--- config.mk ---
export PLATFORM = sky130hd
export DESIGN_NAME = request_encoder
export DESIGN_NICKNAME = d
export VERILOG_FILES = /design/src/rtl/request_encoder.sv
export SDC_FILE = /design/constraint.sdc
export NUM_CORES = 1
export LEC_CHECK = 0
export CAP_MARGIN = 20
export CORE_AREA = 3 3 40 42
export CTS_CLUSTER_SIZE = 20
export DETAILED_ROUTE_END_ITERATION = 12
export DIE_AREA = 0 0 43 45
export PLACE_DENSITY = 0.77
export SYNTH_ARGS = -nofsm -noshare
export SYNTH_HDL_FRONTEND = slang
export SYNTH_SLANG_ARGS = --single-unit
--- constraint.sdc ---
create_clock -name clk -period 1.84 [get_ports clk]
set_clock_uncertainty 0.05 [all_clocks]
set_input_delay 0.184 -clock clk [delete_from_list [all_inputs] [get_ports clk]]
set_output_delay 0.184 -clock clk [all_outputs]
set_load 0.1 [all_outputs]
--- src/rtl/request_encoder.sv ---
// request_encoder: sticky request capture with one address per valid/ready beat.
// Define ENC_ROUND_ROBIN_EN for rotating priority; default is lowest-index first.
module request_encoder #(
    parameter int WIDTH  = 4,
    parameter int ADDR_W = 2
) (
    input  logic              clk,
    input  logic              rst_n,
    input  logic [WIDTH-1:0]  req,
    input  logic              enable,
    output logic [ADDR_W-1:0] address,
    output logic              out_valid,
    input  logic              out_ready,
    output logic [WIDTH-1:0]  pending,
    output logic              merged
);

    localparam logic ST_IDLE    = 1'b0;
    localparam logic ST_PRESENT = 1'b1;

    logic              state_q,   state_d;
    logic [WIDTH-1:0]  pending_q, pending_d;
    logic [ADDR_W-1:0] addr_q,    addr_d;
    logic              merged_q,  merged_d;

    logic [WIDTH-1:0]  cap;
    logic [WIDTH-1:0]  clr;
    logic [WIDTH-1:0]  addr_oh;
    logic [WIDTH-1:0]  sel_oh;
    logic [ADDR_W-1:0] sel;
    logic              hs;
    logic              more;
    logic              load;

    assign cap = req & {WIDTH{enable}};
    assign hs  = (state_q == ST_PRESENT) && out_ready;

    always_comb begin
        addr_oh = '0;
        sel_oh  = '0;
        for (int i = 0; i < WIDTH; i++) begin
            addr_oh[i] = (ADDR_W'(i) == addr_q);
            sel_oh[i]  = (ADDR_W'(i) == sel);
        end
    end

`ifdef ENC_ROUND_ROBIN_EN
    logic [ADDR_W-1:0] last_q, last_d;
    logic [ADDR_W-1:0] start;
    logic [ADDR_W-1:0] sel_lo;
    logic [ADDR_W-1:0] sel_hi;
    logic              hi_found;

    assign start = (last_q == ADDR_W'(WIDTH - 1)) ? '0 : last_q + 1'b1;

    // Lowest hit at or above start, else wrap to the lowest hit overall.
    always_comb begin
        sel_lo   = '0;
        sel_hi   = '0;
        hi_found = 1'b0;
        for (int i = WIDTH - 1; i >= 0; i--) begin
            if (pending_q[i]) begin
                sel_lo = ADDR_W'(i);
                if (ADDR_W'(i) >= start) begin
                    sel_hi   = ADDR_W'(i);
                    hi_found = 1'b1;
                end
            end
        end
        sel = hi_found ? sel_hi : sel_lo;
    end

    assign last_d = load ? sel : last_q;

    always_ff @(posedge clk) begin
        if (!rst_n) begin
            last_q <= ADDR_W'(WIDTH - 1);
        end else begin
            last_q <= last_d;
        end
    end
`else
    always_comb begin
        sel = '0;
        for (int i = WIDTH - 1; i >= 0; i--) begin
            if (pending_q[i]) begin
                sel = ADDR_W'(i);
            end
        end
    end
`endif

    // Back-to-back reload only if something other than the retiring index waits.
    assign more = |(pending_q & ~addr_oh);
    assign load = ((state_q == ST_IDLE) && (|pending_q)) || (hs && more);
    assign clr  = load ? sel_oh : '0;

    always_comb begin
        state_d   = state_q;
        addr_d    = addr_q;
        pending_d = (pending_q & ~clr) | cap;
        merged_d  = |(cap & pending_q & ~clr);
        if (load) begin
            state_d = ST_PRESENT;
            addr_d  = sel;
        end else if (hs) begin
            state_d = ST_IDLE;
        end
    end

    always_ff @(posedge clk) begin
        if (!rst_n) begin
            state_q   <= ST_IDLE;
            pending_q <= '0;
            addr_q    <= '0;
            merged_q  <= 1'b0;
        end else begin
            state_q   <= state_d;
            pending_q <= pending_d;
            addr_q    <= addr_d;
            merged_q  <= merged_d;
        end
    end

    assign address   = addr_q;
    assign out_valid = (state_q == ST_PRESENT);
    assign pending   = pending_q;
    assign merged    = merged_q;

endmodule

# After elaboration in Yosys (flattened, before gate mapping)
# Cells that the tools add are included.
# op_classes
n_bitwise,9
n_mul,0
div,0
order_cmp,0
muxes,7
n_addsub,0
eq_ne,6
reduce_logical,10
shift,0
# ops
op,n
$and 4x4->4,5
$reduce_or 4->1,3
$eq 2x2->1 const A,4
$mux 2,4
$not 4->4,2
$eq 1x2->1 const A,2
$logic_not 2->1,2
$mux 4,1
$or 4x4->4,1
$logic_and 1x1->1,3
$mux 1,2
$reduce_bool 2->1,1
$logic_or 1x1->1,1
$not 1->1,1
# word_totals
ff_bits,8
out_inout_bits,8
mem_bits_ro,0
memories,0
elab_cells,36
ramBits,0
latchBits,0

# Logic depth before layout (Yosys ltp)
# logic_depth
depth_word,10
depth_mapped,5

# Worst setup path before layout
# OpenSTA, ideal clock, no wires.
# synth_timing
path_type,register -> register
startpoint,reg pending_q[0] (netlist: pending[0])
endpoint,reg merged_q (netlist: merged)
path_stages_with_launch,6
setup_ns,0.059
required_time_ns,1.731
arrival_ns,2.016
setup_slack_ns,-0.285
path_cell_list,dfxtp_1 > buf_4 > nor2_2 > and4_4 > a2111oi_2 > o31a_1
# synth_between
elab_chain_len,8
# synth_lines
element,line_no,rtl
from (decl),22,"logic [WIDTH-1:0] pending_q, pending_d;"
from (signal assigned),119,pending_q <= pending_d;
$and 4x4->4,94,assign more = |(pending_q & ~addr_oh);
$reduce_or 4->1,94,
$logic_and 1x1->1,95,assign load = ((state_q == ST_IDLE) && (|pending_q)) || (hs && more);
$logic_or 1x1->1,95,
$mux 4,96,assign clr = load ? sel_oh : '0;
$not 4->4,102,merged_d = |(cap & pending_q & ~clr);
$and 4x4->4 (*),102,
$reduce_or 4->1 (*),102,
to (signal assigned),121,merged_q <= merged_d;
to (decl),24,"logic merged_q, merged_d;"
# Every way passes the cells marked *; elsewhere a longest branch is shown, timed or not.
# A chain may end at the register's enable or synchronous reset.

# Final worst setup path
# layout_timing
startpoint,reg addr_q[0] (netlist: address[0])
endpoint,reg merged_q (netlist: merged)
# layout_between
elab_chain_len,10
# layout_lines
element,line_no,rtl
from (decl),23,"logic [ADDR_W-1:0] addr_q, addr_d;"
from (signal assigned),120,addr_q <= addr_d;
"$eq 1x2->1, or another cell as far along",42,addr_oh[i] = (ADDR_W'(i) == addr_q);
$not 4->4 (*),94,
$and 4x4->4 (*),94,
$reduce_or 4->1 (*),94,
$logic_and 1x1->1 (*),95,
$logic_or 1x1->1 (*),95,
$mux 4 (*),96,
$not 4->4 (*),102,
$and 4x4->4 (*),102,
$reduce_or 4->1 (*),102,
# Marks and branches as above.

==> results.md <==
- Biggest area consumer among synthesized cells: dfxtp_1
- Vias in the first global route: 510
- Post-synth EDFFs: 0
- Post-synthesis async set-or-reset flop share: 0%
- Worst Setup Path Type: flop to flop
- RSZ-0062 raised after global routing: false
- Gr usage total: 16.1%
- Buffers on Ports: 15
- Relative slew slack: a little under three quarters
- Final hold vios: 0
- Post-synthesis sequential area ratio: roughly 30%
- Total power: a little under 0.6 mW
- # rows: 13
- Min Tclk post-route: 1.45 ns
- Fin Hold WS: 0.463 ns
- Yosys Warn Count: 0
- First-pass GRT wire length: ~2300 um
- Initial antenna violation count: 0
- Max Slew Vio Count: 0
- Die Width: 43 um
- Post-CTS Setup Inserts: 0
- First-pass DRT Iterations: 4
- Final setup viols: 0
- DR vias/cell: 6.00
- Cells after Synth: 61
- DPL Wire Length: between 1000 and 1500 um
- Number of buffers inserted by hold repair at cts: 0
- Post-cts sizing count: 0
- Die span in y: 45 um
- Worst path bufs/invs: 0
- Total Wirelength: 1430 um
- Average cell area after synthesis: 8.76 um^2
- Synthesized Nets: 69
- MaxCap Viol Count: 0
- Io pins: 16
- Largest net degree at the start of global routing: 10
- Fin crit share: 78.7%
- Status: finished, final reports clean
- DR iter-0 viols: 19
- Worst min path class: flop to flop
- Startpoint Class: flop
- Crit-path leading delay family: compound AO/OA/AOI/OAI gates
- Synth-to-Final Area Change: 33.7%
- Cts bufs inserted: 3
- H-tree depth: 1
- Post-Synthesis Cell Area: around 530 um^2
- DR vias: 564
- Synth cell types: 34
- Crit path DAT: ~1.6 ns
- Synth Flop Type: dfxtp_1
- Routed WL per cell: 15.2 um
- Crit-path max FO: 5
- DRC Markers: 0
- CTS sink cnt: 8
- Crit path capture type: flop
- Critical Path RT: 1.99 ns
- CTS Buffer Depth: 2
- Worst IR Drop VDD: ~0.00042 V
- Initial Util: 41.6%
- CTS tree: yes
- PD cells: 823 nW/um^2
- Sum of negative setup slack: 0 ns
- Max Clk Rate: 0.691 GHz
- Largest cells by area after synthesis: dfxtp_1, a21oi_1, a2111oi_2
- Placer Congestion: just under 0.9
- Register clock-pin slew on the reported worst setup and hold paths: approximately 0.05 ns
- Seq cells post-synth: 8
- Die area: 1940 um^2
- Most frequent cells in the layout: a21oi_1, buf_4, dfxtp_2, clkdlybuf4s50_1, nand2_1
- Layout cells sized above 1: 40.5%
- LEAKAGE: 0.262 nW
- Worst path slowest cell: dfxtp_2
- Worst slew pin tran: 0.433 ns
- Crit path largest cell delay: 0.37 ns
- Post-route ant nets: 0
- Layout net count: 89
- N_diodes: 0
- Clock Latency Late Sink: 0.25 ns
- Worst-path cell chain: mux2i_2 > nand2_2 > a2111oi_2 > o31a_1
- CTS root buffer: clkbuf_4
- R2r setup slk: 0.39 ns
- Remaining global-route overflow: 0
- Synth top area share: 30.0%
- Core box area: 1280 um^2
## where the power goes
group | leakage (nW) | internal (mW) | switching (mW)
sequential | 0.0683 | 0.190 | 0.0289
combinational | 0.180 | 0.0739 | 0.162
clock | 0.0138 | 0.0746 | 0.0594
## layer usage
layer  track usage [%]  share of wire (%)
met3              4.38                6.0
met1              19.5                 46
met5                 0                  0
met2              24.9                 45
met4              10.8                3.1
## cell families (layout without fill, tap and decap cells)
logic type | after synthesis | in the layout | synth area share (%)
compound gates | 24 | 24 | 37.2
flops | 8 | 8 | 30.0
buf+inv | 6 | 24 | 4.92
simple gates | 21 | 21 | 23.4
mux | 2 | 2 | 4.45
## registers in the layout (all words and copies together) (netlist names)
register,count
address,2
out_valid,1
pending,4
merged,1
## Yosys cell counts, types with 2 or more instances
cell type and count:
dfxtp_1 8, inv_1 4, o22ai_1 2, nor2_1 2, a21oi_1 9, nand2_1 6, nand2b_1 2, a2111oi_2 2
## tightest hold or removal path, cell delays in order, from the launching register on
cell     delay [ns]
dfxtp_2        0.35
nand2_1        0.06
mux2i_1        0.05
## metrics by stage
stage | setup WS, ns | area, um^2 | util (%) | cells
floorplan | 0.0784 | 543 | - | 61
global placement | 0.230 | 692 | 53.8 | 91
detailed placement | 0.234 | 692 | 53.8 | 91
CTS | 0.388 | 714 | 55.6 | 94
global route | 0.271 | 714 | 55.6 | 94
finish | 0.392 | 714 | 55.6 | 94
## path summary, 6_finish.rpt
kind / startpoint / to / cells past startpoint
setup / recovery: address[0] / merged / 4
hold / removal: address[1] / address[1] / 2
setup reg to reg: address[0] / merged / 4
hold reg to reg: address[1] / address[1] / 2
## cell type report
class,count,area [um^2]
fill,137,571
multi-input combinational,47,348
sequential,8,169
timing repair buffer,16,138
clock buffer,3,22.5
inverter,5,18.8
tap,15,18.8
No activity file was read; power rests on OpenSTA's default activity.
